<file path="config.mk">
export PLATFORM = sky130hd
export DESIGN_NAME = sim_frame_scheduler
export DESIGN_NICKNAME = d
export VERILOG_FILES = /design/src/rtl/sim_pkg.sv /design/src/rtl/stage_watchdog.sv /design/src/rtl/sim_frame_scheduler.sv
export SDC_FILE = /design/constraint.sdc
export NUM_CORES = 1
export LEC_CHECK = 0
export ABC_CLOCK_PERIOD_IN_PS = 3200
export CAP_MARGIN = 20
export CORE_AREA = 2 2 128 130
export DETAILED_ROUTE_END_ITERATION = 7
export DIE_AREA = 0 0 130 132
export GPL_ROUTABILITY_DRIVEN = 0
export PLACE_DENSITY_LB_ADDON = 0.25
export REMOVE_ABC_BUFFERS = 1
export SLEW_MARGIN = 10
export SYNTH_ARGS = -nofsm -noshare
export SYNTH_HDL_FRONTEND = slang
export SYNTH_SLANG_ARGS = --single-unit
</file>
<file path="constraint.sdc">
create_clock -name clk -period 3.2 [get_ports clk]
set_input_delay 0.64 -clock clk [delete_from_list [all_inputs] [get_ports clk]]
set_output_delay 0.64 -clock clk [all_outputs]
set_load 0.03 [all_outputs]
</file>
<file path="src/rtl/sim_pkg.sv">
// Shared types and constants for the fluid simulation frame scheduler.
package sim_pkg;

  typedef enum logic [1:0] {
    S_IDLE  = 2'd0,
    S_CLEAR = 2'd1,
    S_START = 2'd2,
    S_WAIT  = 2'd3
  } sched_state_t;

  localparam int FIELD_DATAW_DEFAULT = 96;
  localparam int CURSOR_W            = 16;

endpackage

</file>
<file path="src/rtl/stage_watchdog.sv">
// Per-stage watchdog: cleared on load, counts while enabled, flags expiry at TIMEOUT-1.
module stage_watchdog
  import sim_pkg::*;
#(
  parameter int  TIMEOUT = 4096,
  localparam int CNT_W   = (TIMEOUT > 1) ? $clog2(TIMEOUT) : 1
) (
  input  logic clk,
  input  logic reset,
  input  logic load,
  input  logic en,
  output logic expire
);

  localparam logic [CNT_W-1:0] LIMIT = CNT_W'(TIMEOUT - 1);

  logic [CNT_W-1:0] cnt_q;

  always_ff @(posedge clk or negedge reset) begin
    if (!reset) begin
      cnt_q <= '0;
    end else if (load) begin
      cnt_q <= '0;
    end else if (en && (cnt_q != LIMIT)) begin
      cnt_q <= cnt_q + 1'b1;
    end
  end

  assign expire = en && (cnt_q == LIMIT);

endmodule

</file>
<file path="src/rtl/sim_frame_scheduler.sv">
// Frame controller: snapshots cursor/key per tick, sequences stages with start/done
// handshakes under a watchdog, and owns the field-memory write port (clear engine mux).
module sim_frame_scheduler
  import sim_pkg::*;
#(
  parameter int  FIELD_WIDTH  = 8,
  parameter int  FIELD_HEIGHT = 6,
  parameter int  FIELD_DATAW  = FIELD_DATAW_DEFAULT,
  parameter int  N_STAGES     = 3,
  parameter int  TIMEOUT      = 4096,
  localparam int FIELD_SIZE   = FIELD_WIDTH * FIELD_HEIGHT,
  localparam int FIELD_ADDRW  = $clog2(FIELD_SIZE)
) (
  input  logic                   clk,
  input  logic                   reset,
  input  logic                   enable,
  input  logic                   frame_tick,
  input  logic                   clear_req,
  input  logic [CURSOR_W-1:0]    cursor_x_in,
  input  logic [CURSOR_W-1:0]    cursor_y_in,
  input  logic                   key_in,
  output logic [CURSOR_W-1:0]    cursor_x,
  output logic [CURSOR_W-1:0]    cursor_y,
  output logic [CURSOR_W-1:0]    cursor_field_x_prev,
  output logic [CURSOR_W-1:0]    cursor_field_y_prev,
  output logic                   key_pressed,
  output logic [N_STAGES-1:0]    stage_start,
  input  logic [N_STAGES-1:0]    stage_done,
  input  logic [FIELD_DATAW-1:0] uf_field_data_in,
  input  logic [FIELD_ADDRW-1:0] uf_field_addr_write,
  input  logic                   uf_field_we,
  output logic [FIELD_DATAW-1:0] field_data_in,
  output logic [FIELD_ADDRW-1:0] field_addr_write,
  output logic                   field_we,
  output logic                   busy,
  output logic                   clearing,
  output logic                   frame_done,
  output logic                   frame_err,
  output logic [7:0]             overrun_cnt
);

  localparam int                     STG_W     = (N_STAGES > 1) ? $clog2(N_STAGES) : 1;
  localparam logic [STG_W-1:0]       LAST_STG  = STG_W'(N_STAGES - 1);
  localparam logic [FIELD_ADDRW-1:0] LAST_ADDR = FIELD_ADDRW'(FIELD_SIZE - 1);

  sched_state_t           state_q, state_d;
  logic [STG_W-1:0]       stg_q, stg_d;
  logic [FIELD_ADDRW-1:0] clr_addr_q, clr_addr_d;
  logic                   tick_pending, clear_pending;
  logic                   take_tick, start_clear, frame_end, wd_abort, wd_expire;
  logic                   tick_ok;

  function automatic logic [7:0] sat_inc8(input logic [7:0] v);
    return (v == 8'hFF) ? v : v + 8'd1;
  endfunction

  function automatic logic [N_STAGES-1:0] stage_onehot(input logic [STG_W-1:0] s);
    return N_STAGES'(1) << s;
  endfunction

  assign tick_ok = frame_tick && enable;

  stage_watchdog #(.TIMEOUT(TIMEOUT)) u_watchdog (
    .clk    (clk),
    .reset  (reset),
    .load   (state_q == S_START),
    .en     (state_q == S_WAIT),
    .expire (wd_expire)
  );

  always_comb begin
    state_d     = state_q;
    stg_d       = stg_q;
    clr_addr_d  = clr_addr_q;
    take_tick   = 1'b0;
    start_clear = 1'b0;
    frame_end   = 1'b0;
    wd_abort    = 1'b0;
    case (state_q)
      S_IDLE: begin
        if (clear_pending) begin
          state_d     = S_CLEAR;
          clr_addr_d  = '0;
          start_clear = 1'b1;
        end else if (tick_pending) begin
          state_d   = S_START;
          stg_d     = '0;
          take_tick = 1'b1;
        end
      end
      S_CLEAR: begin
        clr_addr_d = clr_addr_q + 1'b1;
        if (clr_addr_q == LAST_ADDR) state_d = S_IDLE;
      end
      S_START: state_d = S_WAIT;
      S_WAIT: begin
        // A done from the active stage wins over a watchdog expiry in the same cycle.
        if (stage_done[stg_q]) begin
          if (stg_q < LAST_STG) begin
            stg_d   = stg_q + 1'b1;
            state_d = S_START;
          end else begin
            frame_end = 1'b1;
            state_d   = S_IDLE;
          end
        end else if (wd_expire) begin
          wd_abort  = 1'b1;
          frame_end = 1'b1;
          state_d   = S_IDLE;
        end
      end
      default: state_d = S_IDLE;
    endcase
  end

  always_ff @(posedge clk or negedge reset) begin
    if (!reset) begin
      state_q    <= S_IDLE;
      stg_q      <= '0;
      clr_addr_q <= '0;
    end else begin
      state_q    <= state_d;
      stg_q      <= stg_d;
      clr_addr_q <= clr_addr_d;
    end
  end

  // Request queues; the clear flag drops on entry so a request mid-clear reruns it.
  always_ff @(posedge clk or negedge reset) begin
    if (!reset) begin
      tick_pending  <= 1'b0;
      clear_pending <= 1'b0;
      overrun_cnt   <= '0;
    end else begin
      if (take_tick)    tick_pending <= 1'b0;
      else if (tick_ok) tick_pending <= 1'b1;
      if (tick_ok && tick_pending) overrun_cnt <= sat_inc8(overrun_cnt);
      if (clear_req)        clear_pending <= 1'b1;
      else if (start_clear) clear_pending <= 1'b0;
    end
  end

  always_ff @(posedge clk or negedge reset) begin
    if (!reset) begin
      cursor_x            <= '0;
      cursor_y            <= '0;
      cursor_field_x_prev <= '0;
      cursor_field_y_prev <= '0;
      key_pressed         <= 1'b0;
    end else if (take_tick) begin
      cursor_field_x_prev <= cursor_x;
      cursor_field_y_prev <= cursor_y;
      cursor_x            <= cursor_x_in;
      cursor_y            <= cursor_y_in;
      key_pressed         <= key_in;
    end
  end

  always_ff @(posedge clk or negedge reset) begin
    if (!reset) begin
      stage_start <= '0;
      frame_done  <= 1'b0;
      frame_err   <= 1'b0;
    end else begin
      stage_start <= (state_d == S_START) ? stage_onehot(stg_d) : '0;
      frame_done  <= frame_end;
      frame_err   <= frame_err | wd_abort;
    end
  end

  assign busy     = (state_q != S_IDLE);
  assign clearing = (state_q == S_CLEAR);

  always_comb begin
    field_we         = 1'b0;
    field_data_in    = '0;
    field_addr_write = '0;
    if (state_q == S_CLEAR) begin
      field_we         = 1'b1;
      field_addr_write = clr_addr_q;
    end else if ((state_q == S_WAIT) && (stg_q == '0)) begin
      field_we         = uf_field_we;
      field_data_in    = uf_field_data_in;
      field_addr_write = uf_field_addr_write;
    end
  end

endmodule

</file>
==> out/qor.csv <==
stage;metric;value;unit
outcome;status;finished clean;
critical_path;Crit-path slowest cell;clkdlybuf4s50_1;
die;Die Footprint;17160;µm²
pwr;LEAKAGE;4.213;nW
drt;vias per cell;4.473;
placement;Area after DPL;8601;µm²
drt;Detailed Routing Iterations Pass 1;4;
cts;TritonCTS clock tree;yes;
sta;final cycle utilization of the critical path;96.44;%
layout;final std cells w/o fill;1118;
drt;final wirelength;19310;µm
synth;Distinct cells, synth;48;
critical_path;RR Endpoint;cursor_field_y_prev[13]$_DFFE_PN0P_;
cts;htree depth;3;
critical_path;CP max FO;89;
critical_path;Worst EP required;2.56;ns
placement;placed cells;1101;
grt;number of global-route vias before repair;4850;
critical_path;Setup crit end kind;output pin;
grt;initial antenna violation count;2;
cts;Hold Buf Count CTS;0;
die;Row Count;46;
critical_path;crit path to;field_data_in[87];
die;IO Pins;327;
die;Die Height;132;µm
synth;Avg Inst Size Synth;8.866;µm²
min_path;Hold Path Class;in -> async;
layout;area grow syn2layout;72.43;%
pwr;pwr dens;871.5;nW/µm²
pwr;worst vdd ir;569.9;µV
sta;Slew headroom;51.21;%
sta;setup violators final;0;
drt;1st-iter DRT viols;265;
drt;via count;5001;
grt;total track usage;22.00;%
placement;pre-CTS setup slack;0.4858;ns
sta;RSZ-0062 raised after global routing;no;
die;Chip Width;130;µm
die;Core Footprint;15710;µm²
drt;# DRC;0;
layout;NumNets Final;1048;
sta;measured slew at the worst slew-check pin;0.7319;ns
drt;DR WL/cell;17.27;µm
sta;Final Skew;0.008331;ns
grt;pin count of the biggest net entering global routing;90;
cts;setup repair bufs after CTS;0;
sta;Worst Slack Setup Final;0.1138;ns
synth;top cells by area, synth;dfrtp_1 (50%), nand2_1 (15%), and2_1 (12%);
synth;register bit total from synthesis;102;
synth;post-synth design cell area;5151;µm²
cts;Root Driver;clkbuf_16;
cts;Worst-Skew Late Latency;0.35;ns
critical_path;critical path data arrival time;2.45;ns
sta;worst hold slack;0.2774;ns
grt;global-route wire length before repair;28400;µm
cts;# resized after CTS;0;
critical_path;Reg2Reg Depth;8;
cts;Bufs on Longest Clock Path;2;
cts;Worst-path clk slew;0.07;ns
sta;minimum clock period;3.086;ns
critical_path;R2R Setup Slk;0.90;ns
synth;synthesized instance count;581;
sta;fin. max-slew vios;0;
critical_path;Critical Path Start;stg_q[1]$_DFF_PN0_;
critical_path;critical path's largest stage delay;0.67;ns
synth;Seq/Total Area, Yosys;49.55;%
placement;Detailed Place HPWL;15440;µm
critical_path;CP Cell Sequence;inv_1 > ha_1 > nand2_1 > nor2_4 > buf_12 > and2_1 > clkdlybuf4s50_1;
synth;Yosys warning total;0;
cts;clk sinks;102;
synth;area leader, netlist;dfrtp_1;
die;initial core utilization;32.78;%
critical_path;Setup Crit Path Kind;reg -> out;
sta;Hold Vio Cnt, Final;0;
flow_run;Max Cap Viol;0;
critical_path;nature of the critical path startpoint;flip-flop;
layout;final instance area;8882;µm²
placement;IO buf count;326;
layout;share of cells above drive strength 1;11.76;%
grt;total gr overflow;0;
sta;maximum clock rate;324.0;MHz
drt;post-route ant nets;0;
critical_path;Reg2Reg Launch Point;state_q[1]$_DFF_PN0_;
pwr;Tot Pwr;0.007741;W
synth;Synth top area share;49.55;%
cts;CTS buffer count;9;
==> registers in the layout, summed over array words and instances, names as in the netlist <==
signal               count
cursor_x                16
u_watchdog.cnt_q        12
frame_done               1
overrun_cnt              8
stg_q                    2
key_pressed              1
clear_pending            1
state_q                  2
cursor_field_y_prev     16
cursor_field_x_prev     16
stage_start              3
tick_pending             1
frame_err                1
clr_addr_q               6
cursor_y                16
==> report_power, final <==
part	switching [W]	internal [W]	total, W
Sequential	0.000387	0.00178	0.00217
Clock	0.000494	0.000534	0.00103
Combinational	0.00268	0.00186	0.00454
Total	0.00356	0.00418	0.00774
==> worst min path at each step <==
stage	to	slack [ns]	cells past startpoint
floorplan	clear_pending$_DFFE_PN0P_	0.34	0
global placement	cursor_field_y_prev[3]$_DFFE_PN0P_	0.46	2
detailed placement	frame_err$_DFF_PN0_	0.46	1
CTS	overrun_cnt[0]$_DFFE_PN0P_	0.29	1
global route	overrun_cnt[0]$_DFFE_PN0P_	0.31	1
finish	overrun_cnt[0]$_DFFE_PN0P_	0.28	1
==> area by class of cell <==
type	instances	area [µm²]
fillers	1469	6830
repair buffers	333	3306
flip-flops and latches	102	2552
multi-input cells	439	2444
well taps	216	270.3
clock buffers	12	236.5
inverters	11	41.29
clock inverters	4	30.03
diodes	1	2.502
==> cells in the mapped netlist, drive strengths merged <==
cell type  instances
clkbuf            19
o211a              1
and4               1
a221o              2
ha                 8
a21boi             2
a21oi              1
a32oi              1
o21a               1
o2111ai            1
and3               7
mux2               2
buf               10
a32o               2
a22o               8
nor2b              2
nand3b             2
nand4             11
xor2               9
a31o               1
nand2            208
a31oi              2
nand3              9
nor3b              1
nor4               1
o31ai              1
a21o               1
a211oi             1
a41oi              1
nor2              24
o21ai              4
dfrtp            102
nand2b             6
xnor2             11
mux2i              5
nor3               5
and2              97
inv               11
==> per-stage QoR <==
stage | utilization (%) | setup TNS [ns]
after global routing | 56.53 | 0
final | 56.53 | 0
after global placement | 54.74 | 0
after floorplan | - | -138.02
after detailed placement | 54.74 | 0
after CTS | 56.43 | 0
==> worst max-delay path: cells and delay by family (launching register included) <==
kind                       cells  cell delay (ns)
adders and majority gates      1             0.20
buffers and inverters          3             1.04
DFF                            1             0.44
and+or+nand+nor                3             0.37
==> placed cells by master (no fill, tap or decap), types with 2 or more instances in the layout <==
cell / netlist / routed
a22o_1: 8 / 8
clkbuf_16: 0 / 9
xor2_1: 9 / 9
ha_1: 8 / 8
a32o_1: 2 / 2
inv_6: 0 / 2
a221o_1: 2 / 2
and3_4: 2 / 2
xnor2_1: 11 / 11
o21ai_0: 3 / 3
nor3_2: 2 / 2
nand4_1: 11 / 11
nand2_1: 208 / 208
buf_12: 0 / 12
and3_1: 5 / 5
nand2b_1: 5 / 5
nor2_1: 23 / 22
nand3_1: 9 / 9
mux2i_1: 5 / 5
nor3_1: 3 / 3
nand3b_1: 2 / 2
clkdlybuf4s50_1: 0 / 252
dlymetal6s2s_1: 0 / 5
and2_1: 97 / 97
inv_1: 11 / 10
clkbuf_1: 19 / 3
buf_4: 1 / 64
dfrtp_1: 102 / 102
nor2b_1: 2 / 2
==> metal layers <==
metal | global-route usage (%) | wire [µm]
met1 | 27.66 | 7957
met2 | 36.74 | 9447
met3 | 7.305 | 1648
met4 | 4.779 | 238
met5 | 0 | 13
==> cells by family (layout without fill, tap and decap cells) <==
logic type | count (synthesis) | after routing | synth area share [%]
DFF | 102 | 102 | 49.55
AOI/OAI and AO/OA | 30 | 30 | 5.903
and+or+nand+nor | 374 | 374 | 34.64
xor gates and xnor gates | 20 | 20 | 3.401
muxes | 7 | 7 | 1.409
other | 0 | 1 | 0
adders and majority gates | 8 | 8 | 1.943
buffers and inverters | 40 | 360 | 3.158
Power figures use the tool's default switching activity.
